## src/rtl/reg_wb_arbiter_if.sv

```systemverilog
// Bus bundle between the ALU/LSU write-back paths, the register file write
// port and decode's hazard query. The arbiter uses the slave view and the
// surrounding pipeline uses the master view.
interface reg_wb_arbiter_if #(
    parameter int XLEN = 32,
    parameter int REGW = 5
);
    logic            rdy_in;
    logic            stall;

    logic            alu_req;
    logic [REGW-1:0] alu_rd;
    logic [XLEN-1:0] alu_val;
    logic            alu_ack;

    logic            lsu_req;
    logic [REGW-1:0] lsu_rd;
    logic [XLEN-1:0] lsu_val;
    logic            lsu_ack;

    logic [REGW-1:0] rf_rd;
    logic [XLEN-1:0] rf_write_val;
    logic            rf_write_rdy;
    logic            rf_write_fin;

    logic [REGW-1:0] rs1_q;
    logic [REGW-1:0] rs2_q;
    logic            hazard_rs1;
    logic            hazard_rs2;

    logic            busy;

    modport slave (
        input  rdy_in, stall,
        input  alu_req, alu_rd, alu_val,
        input  lsu_req, lsu_rd, lsu_val,
        input  rf_write_fin,
        input  rs1_q, rs2_q,
        output alu_ack, lsu_ack,
        output rf_rd, rf_write_val, rf_write_rdy,
        output hazard_rs1, hazard_rs2,
        output busy
    );

    modport master (
        output rdy_in, stall,
        output alu_req, alu_rd, alu_val,
        output lsu_req, lsu_rd, lsu_val,
        output rf_write_fin,
        output rs1_q, rs2_q,
        input  alu_ack, lsu_ack,
        input  rf_rd, rf_write_val, rf_write_rdy,
        input  hazard_rs1, hazard_rs2,
        input  busy
    );
endinterface

```

## src/rtl/reg_wb_arbiter.sv

```systemverilog
// Round-robin arbiter for the register file's single write port. Grants the
// ALU or LSU write-back request, drives the regFile write_rdy/write_fin
// handshake, acks the winner for one cycle, and flags RAW hazards to decode.
module reg_wb_arbiter #(
    parameter int XLEN = 32,
    parameter int REGW = 5
) (
    input  logic              clk_in,
    input  logic              rst_n,
    reg_wb_arbiter_if.slave   bus
);

    typedef enum logic [1:0] {
        IDLE  = 2'd0,
        WRITE = 2'd1,
        ACK   = 2'd2
    } state_t;

    state_t          state_reg, state_next;

    // 1 = LSU was granted last (so ALU wins a tie next), 0 = ALU last.
    logic            last_reg, last_next;
    // Owner of the latched write: 1 = LSU, 0 = ALU.
    logic            win_reg, win_next;

    logic [REGW-1:0] rf_rd_reg, rf_rd_next;
    logic [XLEN-1:0] wval_reg, wval_next;
    logic            wrdy_reg, wrdy_next;
    logic            alu_ack_reg, alu_ack_next;
    logic            lsu_ack_reg, lsu_ack_next;
    logic            busy_reg, busy_next;

    logic            pick_lsu;
    logic            grant;
    logic [REGW-1:0] grant_rd;
    logic [XLEN-1:0] grant_val;

    // Grant decision: single requester wins outright, a tie goes to the one
    // not granted last. Grants only happen from IDLE, so the retiring
    // requester cannot be re-granted during its ACK cycle.
    always_comb begin
        pick_lsu  = bus.lsu_req & (~bus.alu_req | ~last_reg);
        grant     = (state_reg == IDLE) & ~bus.stall & (bus.alu_req | bus.lsu_req);
        grant_rd  = pick_lsu ? bus.lsu_rd  : bus.alu_rd;
        grant_val = pick_lsu ? bus.lsu_val : bus.alu_val;
    end

    // State and registered outputs; rdy_in low freezes everything, so an
    // rf_write_fin seen while frozen is simply not captured.
    always_ff @(posedge clk_in or negedge rst_n) begin
        if (!rst_n) begin
            state_reg   <= IDLE;
            last_reg    <= 1'b1;
            win_reg     <= 1'b0;
            rf_rd_reg   <= '0;
            wval_reg    <= '0;
            wrdy_reg    <= 1'b0;
            alu_ack_reg <= 1'b0;
            lsu_ack_reg <= 1'b0;
            busy_reg    <= 1'b0;
        end else if (bus.rdy_in) begin
            state_reg   <= state_next;
            last_reg    <= last_next;
            win_reg     <= win_next;
            rf_rd_reg   <= rf_rd_next;
            wval_reg    <= wval_next;
            wrdy_reg    <= wrdy_next;
            alu_ack_reg <= alu_ack_next;
            lsu_ack_reg <= lsu_ack_next;
            busy_reg    <= busy_next;
        end
    end

    // Next-state: writes to x0 skip the regFile handshake and go straight to ACK.
    always_comb begin
        state_next = state_reg;
        case (state_reg)
            IDLE: begin
                if (grant) begin
                    state_next = (grant_rd == '0) ? ACK : WRITE;
                end
            end
            WRITE: begin
                if (bus.rf_write_fin) begin
                    state_next = ACK;
                end
            end
            ACK: begin
                state_next = IDLE;
            end
            default: begin
                state_next = IDLE;
            end
        endcase
    end

    // Output values for the next cycle, decoded from the next state so the
    // outputs come straight from flops.
    always_comb begin
        last_next  = last_reg;
        win_next   = win_reg;
        rf_rd_next = rf_rd_reg;
        wval_next  = wval_reg;
        if (grant) begin
            last_next  = pick_lsu;
            win_next   = pick_lsu;
            rf_rd_next = grant_rd;
            wval_next  = grant_val;
        end
        wrdy_next    = (state_next == WRITE);
        alu_ack_next = (state_next == ACK) & ~win_next;
        lsu_ack_next = (state_next == ACK) &  win_next;
        busy_next    = (state_next != IDLE);
    end

    assign bus.rf_rd        = rf_rd_reg;
    assign bus.rf_write_val = wval_reg;
    assign bus.rf_write_rdy = wrdy_reg;
    assign bus.alu_ack      = alu_ack_reg;
    assign bus.lsu_ack      = lsu_ack_reg;
    assign bus.busy         = busy_reg;

    // Hazard lookup, one comparator set per decode source port.
    logic [REGW-1:0] rs_q [2];
    logic            hazard [2];

    assign rs_q[0] = bus.rs1_q;
    assign rs_q[1] = bus.rs2_q;

    generate
        for (genvar gi = 0; gi < 2; gi++) begin : g_hazard
            // x0 never carries a hazard; otherwise match any pending or in-flight rd.
            always_comb begin
                hazard[gi] = (rs_q[gi] != '0) &
                             ((bus.alu_req & (rs_q[gi] == bus.alu_rd)) |
                              (bus.lsu_req & (rs_q[gi] == bus.lsu_rd)) |
                              ((state_reg == WRITE) & (rs_q[gi] == rf_rd_reg)));
            end
        end
    endgenerate

    assign bus.hazard_rs1 = hazard[0];
    assign bus.hazard_rs2 = hazard[1];

endmodule

```

## src/flat_wrapper.sv

```systemverilog
// flat-port wrapper written by rule: the top's interface ports become plain ports
module reg_wb_arbiter_flat 
#(
    parameter int XLEN = 32,
    parameter int REGW = 5
)
  (clk_in, rst_n, bus_rdy_in, bus_stall, bus_alu_req, bus_alu_rd, bus_alu_val, bus_lsu_req, bus_lsu_rd, bus_lsu_val, bus_rf_write_fin, bus_rs1_q, bus_rs2_q, bus_alu_ack, bus_lsu_ack, bus_rf_rd, bus_rf_write_val, bus_rf_write_rdy, bus_hazard_rs1, bus_hazard_rs2, bus_busy);
  reg_wb_arbiter_if #(.XLEN(XLEN), .REGW(REGW)) bus_i ();
  input  logic clk_in;
  input  logic rst_n;
  input wire logic [$bits(bus_i.rdy_in)-1:0] bus_rdy_in;
  input wire logic [$bits(bus_i.stall)-1:0] bus_stall;
  input wire logic [$bits(bus_i.alu_req)-1:0] bus_alu_req;
  input wire logic [$bits(bus_i.alu_rd)-1:0] bus_alu_rd;
  input wire logic [$bits(bus_i.alu_val)-1:0] bus_alu_val;
  input wire logic [$bits(bus_i.lsu_req)-1:0] bus_lsu_req;
  input wire logic [$bits(bus_i.lsu_rd)-1:0] bus_lsu_rd;
  input wire logic [$bits(bus_i.lsu_val)-1:0] bus_lsu_val;
  input wire logic [$bits(bus_i.rf_write_fin)-1:0] bus_rf_write_fin;
  input wire logic [$bits(bus_i.rs1_q)-1:0] bus_rs1_q;
  input wire logic [$bits(bus_i.rs2_q)-1:0] bus_rs2_q;
  output wire logic [$bits(bus_i.alu_ack)-1:0] bus_alu_ack;
  output wire logic [$bits(bus_i.lsu_ack)-1:0] bus_lsu_ack;
  output wire logic [$bits(bus_i.rf_rd)-1:0] bus_rf_rd;
  output wire logic [$bits(bus_i.rf_write_val)-1:0] bus_rf_write_val;
  output wire logic [$bits(bus_i.rf_write_rdy)-1:0] bus_rf_write_rdy;
  output wire logic [$bits(bus_i.hazard_rs1)-1:0] bus_hazard_rs1;
  output wire logic [$bits(bus_i.hazard_rs2)-1:0] bus_hazard_rs2;
  output wire logic [$bits(bus_i.busy)-1:0] bus_busy;
  assign bus_i.rdy_in = bus_rdy_in;
  assign bus_i.stall = bus_stall;
  assign bus_i.alu_req = bus_alu_req;
  assign bus_i.alu_rd = bus_alu_rd;
  assign bus_i.alu_val = bus_alu_val;
  assign bus_i.lsu_req = bus_lsu_req;
  assign bus_i.lsu_rd = bus_lsu_rd;
  assign bus_i.lsu_val = bus_lsu_val;
  assign bus_i.rf_write_fin = bus_rf_write_fin;
  assign bus_i.rs1_q = bus_rs1_q;
  assign bus_i.rs2_q = bus_rs2_q;
  assign bus_alu_ack = bus_i.alu_ack;
  assign bus_lsu_ack = bus_i.lsu_ack;
  assign bus_rf_rd = bus_i.rf_rd;
  assign bus_rf_write_val = bus_i.rf_write_val;
  assign bus_rf_write_rdy = bus_i.rf_write_rdy;
  assign bus_hazard_rs1 = bus_i.hazard_rs1;
  assign bus_hazard_rs2 = bus_i.hazard_rs2;
  assign bus_busy = bus_i.busy;
  reg_wb_arbiter #(.XLEN(XLEN), .REGW(REGW)) u_core (.clk_in(clk_in), .rst_n(rst_n), .bus(bus_i));
endmodule
```

## config.mk

```make
export PLATFORM = sky130hd
export DESIGN_NAME = reg_wb_arbiter_flat
export DESIGN_NICKNAME = d
export VERILOG_FILES = /design/src/rtl/reg_wb_arbiter_if.sv /design/src/rtl/reg_wb_arbiter.sv /design/src/flat_wrapper.sv
export SDC_FILE = /design/constraint.sdc
export NUM_CORES = 1
export LEC_CHECK = 0
export BUFFER_PORTS_ARGS = -buffer_cell sky130_fd_sc_hd__buf_2
export CAP_MARGIN = 20
export CELL_PAD_IN_SITES_DETAIL_PLACEMENT = 0
export CELL_PAD_IN_SITES_GLOBAL_PLACEMENT = 1
export CORE_MARGIN = 2
export CORE_UTILIZATION = 35
export DETAILED_ROUTE_END_ITERATION = 6
export PLACE_DENSITY_LB_ADDON = 0.1
export SETUP_SLACK_MARGIN = 0.05
export SYNTH_ARGS = -nofsm -noshare
export SYNTH_HDL_FRONTEND = slang
export SYNTH_SLANG_ARGS = --single-unit
```

## constraint.sdc

```tcl
create_clock -name clk_in -period 2.9 [get_ports clk_in]
set_input_delay 0.58 -clock clk_in [delete_from_list [all_inputs] [get_ports clk_in]]
set_output_delay 0.58 -clock clk_in [all_outputs]
set_load 0.05 [all_outputs]
```

After elaboration in Yosys (flattened, before gate mapping)
Cells that the tools add are included.
{ "op_classes": {"bitwise_logic": 23, "n_reduce_logical": 6, "n_eq_ne": 9, "muxes": 7} }
{ "op_table": {"columns": ["operator", "count"], "rows": [
  ["$mux W32", 1],
  ["$eq A5 B5 Y1", 6],
  ["$and A1 B1 Y1", 13],
  ["$reduce_bool A5 Y1", 2],
  ["$mux W2", 3],
  ["$or A1 B1 Y1", 6],
  ["$logic_not A5 Y1", 1],
  ["$mux W5", 1],
  ["$eq A2 B1 Y1 const B", 2],
  ["$not A1 Y1", 4],
  ["$pmux W2 S2", 1],
  ["$eq A2 B2 Y1 const B", 1],
  ["$logic_not A2 Y1", 1],
  ["$reduce_and A2 Y1", 1],
  ["$reduce_bool A2 Y1", 1],
  ["$mux W1", 1]
]} }
{ "word_totals": {"wordCells": 54, "out_inout_bits": 43, "regBits": 45, "in_bits": 91} }

Logic depth before layout (Yosys ltp)
Gate-level depths: netlist of the first run.
{ "logic_depth": {"word_depth": 10, "mapped_depth": 6} }

Worst setup path after synthesis of the first run
OpenSTA, ideal clock, no wires.
{ "synth_timing": {"path_kind": "register to output", "from": "register u_core.rf_rd_reg[0], in the netlist u_core.bus.rf_rd[0]", "to": "output bus_hazard_rs1", "t_arrival_ns": 2.010, "n_path_buf": 0, "required_time_ns": 2.320, "path_slack_ns": 0.310, "stages_incl_launch_ff": 6, "path_cell_list": "dfrtp_1 -> xnor2_1 -> nand4_1 -> nor4_1 -> a31oi_1 -> a21oi_1"} }
{ "synth_between": {"elab_chain_len": 4} }
{ "synth_lines": {"columns": ["item", "line", "source"], "rows": [
  ["from (decl)", "reg_wb_arbiter.sv:26", "logic [REGW-1:0] rf_rd_reg, rf_rd_next;"],
  ["from (signal assigned)", "reg_wb_arbiter.sv:65", "rf_rd_reg <= rf_rd_next;"],
  ["$eq A5 B5 Y1", "reg_wb_arbiter.sv:137", "((state_reg == WRITE) & (rs_q[gi] == rf_rd_reg)));"],
  ["$and A1 B1 Y1", "reg_wb_arbiter.sv:137", null],
  ["$or A1 B1 Y1", "reg_wb_arbiter.sv:136", "(bus.lsu_req & (rs_q[gi] == bus.lsu_rd)) |"],
  ["$and A1 B1 Y1", "reg_wb_arbiter.sv:134", "hazard[gi] = (rs_q[gi] != '0) &"],
  ["to (decl)", "flat_wrapper.sv:27", "output wire logic [$bits(bus_i.hazard_rs1)-1:0] bus_hazard_rs1;"]
]} }
No other way between the ends.

Worst setup path after layout of the first run
Same ends and word-level chain as after synthesis.

==> results of run 1 <==
final timing paths:
| kind | start | end | slack (ps) |
|---|---|---|---|
| worst max-delay path | u_core.bus.rf_rd[0] | bus_hazard_rs1 | 510 |
| worst min-delay path | rst_n | u_core.bus.busy | 180 |
| worst max register to register | u_core.state_reg[1] | u_core.win_reg | 1120 |
| worst min register to register | u_core.bus.busy | u_core.bus.busy | 510 |
| max in group asynchronous | rst_n | u_core.last_reg | 1980 |
| min in group clk_in | u_core.bus.busy | u_core.bus.busy | 510 |
logic make-up after synthesis:
group	share of synthesized area
DFF	0.448
xor gates and xnor gates	0.104
and+or+nand+nor	0.124
muxes	0.173
AOI/OAI and AO/OA	0.117
buffers and inverters	0.0343
where the power goes:
| part | total [mW] | switching, mW | internal [mW] | leakage, nW |
|---|---|---|---|---|
| clock | 0.483 | 0.202 | 0.281 | 0.0585 |
| combinational | 2.05 | 1.49 | 0.556 | 1.05 |
| sequential | 1.14 | 0.205 | 0.932 | 0.501 |
| total | 3.67 | 1.90 | 1.77 | 1.61 |
cells in the final DEF (no fill, tap or decap):
| cell type | n |
|---|---|
| buf_2 | 133 |
| dfrtp_1 | 44 |
| nor2_1 | 43 |
| a21oi_1 | 40 |
| mux2i_1 | 39 |
| xor2_1 | 18 |
| xnor2_1 | 12 |
| nor4_1 | 8 |
| clkbuf_8 | 6 |
| inv_1 | 5 |
| mux2_2 | 4 |
| nand3_1 | 3 |
| a31oi_1 | 3 |
| buf_4 | 3 |
| nand4_1 | 2 |
| or4_1 | 2 |
| nand2_1 | 2 |
| o21ai_0 | 2 |
| o22ai_2 | 2 |
| nor4_4 | 1 |
| a21boi_4 | 1 |
| nor3_1 | 1 |
| nand2b_1 | 1 |
| or4_4 | 1 |
| a211o_1 | 1 |
| nor2b_1 | 1 |
| o2111ai_2 | 1 |
| o21ai_2 | 1 |
| clkbuf_1 | 1 |
| bufinv_16 | 1 |
| buf_12 | 1 |
| dfstp_2 | 1 |
metal layers:
metal | track usage | wire length, um | vias up
met5 | 0 | 0 | -
met4 | 0.0413 | 14 | 0
met2 | 0.271 | 3090 | 82
met3 | 0.0457 | 457 | 3
met1 | 0.194 | 2670 | 1037
li1 | - | - | 1145
worst reg2reg max path, delay by kind of cell, from the launching register on:
kind,cells,cell delay (ps)
flops,1,470
simple gates,2,350
buf+inv,2,450
mux,1,400
metrics by stage:
step / utilization / area [um2] / std cells / setup slack [ps] / total power [mW]
2_1_floorplan: - / 2520 / 252 / 310 / 2.69
3_3_place_gp: 0.479 / 3290 / 472 / 608 / 3.21
3_5_place_dp: 0.479 / 3290 / 472 / 545 / 3.22
4_1_cts: 0.496 / 3410 / 480 / 504 / 3.72
5_1_grt: 0.496 / 3410 / 480 / 431 / 3.89
6_report: 0.496 / 3410 / 480 / 512 / 3.67
final cells by class:
cell class                 instances  area share
multi-input combinational        189       0.386
sequential                        45       0.331
timing repair buffer             137       0.208
tap                               96      0.0353
clock buffer                       7      0.0253
clock inverter                     1     0.00882
inverter                           5     0.00551
==> metrics.md, run 1 <==
| Metric | Value |
|---|---|
| Outcome | finished, final reports clean |
| CP Capture Type | primary output |
| LEAKAGE | 1.61 nW |
| CTS root buf | clkbuf_8 |
| Multi-input logic area | roughly 1300 um2 |
| EDFF count, synth | 0 |
| Min Tclk post-route | 2390 ps |
| CP peak stage delay | 450 ps |
| Initial antenna violation count | 0 |
| Fillers | 700 |
| Final setup fails | 0 |
| Syn Area/Cell | approximately 10 um2 |
| FP Rows | 30 |
| Routed wire per std cell | ~13 um |
| Number of buffers created by CTS | 5 |
| All-Layer GR Usage | 0.158 |
| Top_reg_cell synth | dfrtp_1 |
| Slowest cell on crit path | dfrtp_1 |
| Top-area cell type share of the netlist area | 0.437 |
| Placer congestion estimate | 0.916 |
| Post-Route WL | between 6000 and 7000 um |
| Synth area leader | dfrtp_1 |
| Gate Count Post-Synth | 252 |
| Final Hold Violating Endpoints | 0 |
| Nets | between 400 and 500 |
| Critical path depth | 6 |
| Core area | 6870 um2 |
| WHS | 180 ps |
| Max-slew violations | 0 |
| Critical path, cell by cell | xnor2_1 -> nand4_1 -> nor4_1 -> a31oi_1 -> a21oi_1 -> buf_2 |
| N_diodes | 0 |
| Worst skew pair latency | between 200 and 300 ps |
| Register area share after synthesis | 0.448 |
| Initial drt markers | between 80 and 90 |
| Crit-path leading delay family | flip-flops |
| Number of flip-flops in the largest register | 32 |
| Register Area | 1130 um2 |
| Remaining DRCs | 0 |
| Routed Antenna Nets | 0 |
| CP Data Required Time | 2320 ps |
| VDD IR max | 0.000493 V |
| Vias in the first global route | 2093 |
| Slew @ Worst Pin | ~400 ps |
| Die Y | 88.8 um |
| Slew headroom | 0.736 |
| Syn Std Cell Area | roughly 2500 um2 |
| Dpl hpwl | 4840 um |
| Total number of vias | 2267 |
| Clk sinks | 45 |
| Critical Path AT | 1810 ps |
| Hold WC Path Type | in -> async |
| Post-CTS Setup Bufs | 0 |
| Pin count of the biggest net entering global routing | 77 |
| Clk slew on worst S/H paths | 80 ps |
| Unrepaired setup endpoints after global routing | no |
| CTS Buffer Depth | 2 |
| Chip width | 88.8 um |
| Tcrit/Tclk final | 0.823 |
| Vias per cell | about 4.7 |
| # port buffers | 133 |
| Crit path launch type | register |
| Synth Register Bits | between 40 and 50 |
| Most frequent cell after synthesis | dfrtp_1 |
| Pwr/cell area | about 1100 nW/um2 |
| # resized after CTS | 0 |
| H-tree depth | 2 |
| Most frequent cells after synthesis | dfrtp_1, nor2_1, a21oi_1 |
| Reg2Reg Depth | 5 |
| Hold_buf cts | 0 |
| Setup_tns | 0 ps |
| First-pass GRT wire length | 9700 um |
| TritonCTS clock tree | yes |
| CP bufs+invs | 1 |
| Layout overhead on the synthesized area | 35.3% |
| CP Class | reg -> out |
| Max-Cap Viols | 0 |
| I/O Pins | 134 |
| Async S/R FF share, synth | 1.00 |
| Gr ovfl total | 0 |
| Die area | between 7000 and 8000 um2 |
| FMAX | about 0.42 GHz |
| Share of post-route cells with drive strength above 1 | 0.406 |
| Crit path max fanout | 4 |
| Count of warnings emitted by yosys | 0 |
| Synth top area cells | dfrtp_1, mux2i_1, a21oi_1 |
| Final Skew | about 2.6 ps |
| Cell variety after synth | 28 |
| Initial Utilization | 0.366 |
| Mapped Nets | 343 |
| First drt pass iteration count | 4 |
Power figures use the tool's default switching activity.
==> inputs of run 2 (changes only) <==
--- a/config.mk
+++ b/config.mk
@@ -5,12 +5,13 @@
 export SDC_FILE = /design/constraint.sdc
 export NUM_CORES = 1
 export LEC_CHECK = 0
+export ABC_AREA = 1
 export BUFFER_PORTS_ARGS = -buffer_cell sky130_fd_sc_hd__buf_2
 export CAP_MARGIN = 20
 export CELL_PAD_IN_SITES_DETAIL_PLACEMENT = 0
 export CELL_PAD_IN_SITES_GLOBAL_PLACEMENT = 1
 export CORE_MARGIN = 2
-export CORE_UTILIZATION = 35
+export CORE_UTILIZATION = 28
 export DETAILED_ROUTE_END_ITERATION = 6
 export PLACE_DENSITY_LB_ADDON = 0.1
 export SETUP_SLACK_MARGIN = 0.05
==> constraint.sdc (replaced) <==
create_clock -name clk_in -period 2.1 [get_ports clk_in]
set_input_delay 0.42 -clock clk_in [delete_from_list [all_inputs] [get_ports clk_in]]
set_output_delay 0.42 -clock clk_in [all_outputs]
set_load 0.05 [all_outputs]
==> metrics.md, run 2 <==
| Metric | Value |
|---|---|
| Nets | 572 (was 474) |
| First drt pass iteration count | 5 (was 4) |
| Top_reg_cell synth | dfrtp_1 (unchanged) |
| Critical path, cell by cell | or2_4 -> a21oi_2 -> nand3_1 -> nand3_1 -> nand2_1 -> inv_1 -> buf_6 (was xnor2_1 -> nand4_1 -> nor4_1 -> a31oi_1 -> a21oi_1 -> buf_2) |
| Pin count of the biggest net entering global routing | 77 (unchanged) |
| FP Rows | 34 (was 30) |
| Final Hold Violating Endpoints | 0 (unchanged) |
| CP peak stage delay | 450 ps (about the same) |
| CTS Buffer Depth | 2 (unchanged) |
| Mapped Nets | 443 (was 343) |
| Vias per cell | 4.68 (was 4.72) |
| I/O Pins | 134 (unchanged) |
| Core area | 8810 um2 (was 6870 um2) |
| Unrepaired setup endpoints after global routing | no (unchanged) |
| Met3 global-route usage | 0.0415 (was 0.0457) |
| Slew headroom | 0.646 (was 0.736) |
| Max-slew violations | 0 (unchanged) |
| Synth top area cells | dfrtp_1, nand2_1, a31oi_1 (was dfrtp_1, mux2i_1, a21oi_1) |
| FMAX | 0.508 GHz |
| CP Capture Type | primary output (unchanged) |
| Die area | 9920 um2 (was 7890 um2) |
| Min Tclk post-route | 1970 ps |
| Max-Cap Viols | 0 (unchanged) |
| First-pass GRT wire length | 13200 um (was 9700 um) |
| Gate Count Post-Synth | 352 (was 252) |
| Final setup fails | 0 (unchanged) |
| Vias in the first global route | 2722 (was 2093) |
| Crit path launch type | register (unchanged) |
| Fillers | 977 (was 700) |
| Largest family of logic cells by synthesized area | simple AND/OR/NAND/NOR gates (was multiplexers) |
| Final Skew | 6.28 ps (was 2.57 ps) |
| Top-area cell type share of the netlist area | 0.430 (was 0.437) |
| Routed wire per std cell | 13.8 um (was 13.0 um) |
| Total number of vias | 2764 (was 2267) |
| Adder-Cell Fraction of Synth Area | 0 (unchanged) |
| H-tree depth | 2 (unchanged) |
| Most common cell after layout, fill and taps aside | buf_2 (unchanged) |
| Initial Utilization | 0.291 (was 0.366) |
| Worst skew pair latency | 290 ps (about the same) |
| Cell count after placement | 582 (was 472) |
| All-Layer GR Usage | 0.165 (was 0.158) |
| Most common cell on crit path | nand3_1 |
| CP Class | reg -> out (unchanged) |
| Gr ovfl total | 0 (unchanged) |
| Dpl hpwl | 6150 um (was 4840 um) |
| Pwr/cell area | 1290 nW/um2 (was 1080 nW/um2) |
| Outcome | finished, final reports clean (unchanged) |
| Synth area leader | dfrtp_1 (unchanged) |
| Syn Area/Cell | 7.27 um2 (was 9.99 um2) |
| Initial antenna violation count | 0 (unchanged) |
| Simple logic cell fraction of the synthesized area | 0.283 (was 0.124) |
| Setup_tns | 0 ps (unchanged) |
| CTS root buf | clkbuf_8 (unchanged) |
| Number of flip-flops in the largest register | 32 (unchanged) |
| Final Non-Filler Cells | 590 (was 480) |
| Count of warnings emitted by yosys | 0 (unchanged) |
| Hold WC Path Type | in -> async (unchanged) |
| Synth Area in XOR/XNOR | 0.0205 (was 0.104) |
| EDFF count, synth | 0 (unchanged) |
| Crit path max fanout | 5 (was 4) |
| Tcrit/Tclk final | 0.938 |
| LEAKAGE | 1.80 nW (was 1.61 nW) |
| Gr busiest metal | met2 (unchanged) |
| GR Util met2 | 0.280 (was 0.271) |
| Async S/R FF share, synth | 1.00 (unchanged) |
| Slowest cell on crit path | dfrtp_1 (unchanged) |
| Post-Route WL | 8120 um (was 6230 um) |
| Chip width | 99.6 um (was 88.8 um) |
| Most frequent cells in the layout | buf_2, nand2_1, nor2_1 (was buf_2, dfrtp_1, nor2_1) |
| Layout overhead on the synthesized area | 35.5% (was 35.3%) |
| # port buffers | 133 (unchanged) |
| Syn Std Cell Area | 2560 um2 (was 2520 um2) |
| Number of buffers created by CTS | 5 (unchanged) |
| Post-synthesis mux area share | 0 (was 0.173) |
| Die Y | 99.6 um (was 88.8 um) |
| Routed Antenna Nets | 0 (unchanged) |
| Placer congestion estimate | 0.849 (was 0.916) |
| N_diodes | 0 (unchanged) |
| Clk slew on worst S/H paths | 90 ps (was 80 ps) |
| TritonCTS clock tree | yes (unchanged) |
| Synth Area in Compound Gates | 0.171 (was 0.117) |
| CP Data Required Time | 1680 ps (was 2320 ps) |
| Cell variety after synth | 23 (was 28) |
| Initial drt markers | 108 (was 85) |
| VDD IR max | 0.000489 V (was 0.000493 V) |
| Clk sinks | 45 (unchanged) |
| Critical Path AT | 1550 ps (was 1810 ps) |
| Share of post-route cells with drive strength above 1 | 0.332 (was 0.406) |
| Post-CTS Setup Bufs | 0 (unchanged) |
| Synth Register Bits | 45 (unchanged) |
| Most frequent cell after synthesis | nand2_1 (was dfrtp_1) |
| Register area share after synthesis | 0.440 (was 0.448) |
| Slew @ Worst Pin | 530 ps (was 396 ps) |
| Met1 Use GR | 0.205 (was 0.194) |
| Most frequent cells after synthesis | nand2_1, dfrtp_1, nor2_1 (was dfrtp_1, nor2_1, a21oi_1) |
| Remaining DRCs | 0 (unchanged) |
==> run 2: changes by cell type in the layout (fill, tap and decap cells not counted), sizes merged, moves of 4 or more <==
| cell | delta |
|---|---|
| o21ai | +12 |
| mux2i | -39 |
| xor2 | -12 |
| nand2 | +107 |
| a21oi | -26 |
| nor3 | +5 |
| xnor2 | -12 |
| nand3 | +16 |
| a31oi | +29 |
| mux2 | -4 |
| inv | +26 |
| o22ai | +9 |
| nor4 | -9 |
==> run 2: power breakdown <==
part / internal (mW) / switching, mW / total, mW
sequential: 1.20 / 0.219 / 1.42
clock: 0.388 / 0.296 / 0.684
combinational: 0.590 / 1.77 / 2.36
==> run 2: routing by layer <==
layer,part of all wire,up-vias,wire (um)
li1,-,1413,-
met1,0.43,1237,3510
met2,0.48,100,3870
met3,0.069,14,564
met4,0.022,0,178
met5,0,-,0
==> run 2: cells by family (layout without fill, tap and decap cells) <==
logic type / count (synthesis) / count (layout)
flops: 45 / 45
simple gates: 181 / 181
xor+xnor: 6 / 6
compound gates: 74 / 74
buf+inv: 46 / 176
==> run 2: path summary, 6_finish.rpt <==
| path | start | end | slack, ps | cells past startpoint |
|---|---|---|---|---|
| max in group asynchronous | rst_n | u_core.bus.rf_write_val[13] | 1480 | 2 |
| worst min register to register | u_core.bus.rf_write_rdy | u_core.bus.rf_write_rdy | 490 | 2 |
| worst min-delay path | rst_n | u_core.bus.rf_write_val[16] | 90 | 1 |
| worst max register to register | u_core.last_reg | u_core.bus.busy | 400 | 9 |
| min in group clk_in | bus_rdy_in | u_core.state_reg[1] | 350 | 2 |
| worst max-delay path | u_core.bus.rf_rd[4] | bus_hazard_rs2 | 130 | 7 |
==> run 2: area by class of cell <==
cell class | count | area [um2] | area share
clock buffers | 7 | 86.3 | 0.0249
clock inverters | 1 | 30.0 | 0.00866
inverters | 31 | 116 | 0.0335
multi-input cells | 261 | 1240 | 0.357
flip-flops and latches | 45 | 1130 | 0.325
well taps | 108 | 135 | 0.0390
repair buffers | 137 | 733 | 0.211
==> run 2: worst max-delay path: cells and delay by family (launching register included) <==
family | cells | cell delay, ps
AOI/OAI and AO/OA | 1 | 120
DFF | 1 | 450
buffers and inverters | 2 | 210
and+or+nand+nor | 4 | 480
==> run 2: through the flow <==
stage	hold WS (ps)	instance area [um2]	util	setup WS [ps]	total power, mW
after floorplan	124	2560	-	110	3.16
after global placement	432	3320	0.377	208	3.80
after detailed placement	435	3320	0.377	215	3.81
after global routing	126	3470	0.394	57.0	4.75
final	86.3	3470	0.394	131	4.47
after CTS	105	3440	0.391	39.4	4.50
==> run 2: timing repair <==
action	in CTS	in global routing
gates cloned	0	0
hold buffers	0	0
gates resized for setup	2	9
pin swaps	0	0
setup endpoints to repair	2	2
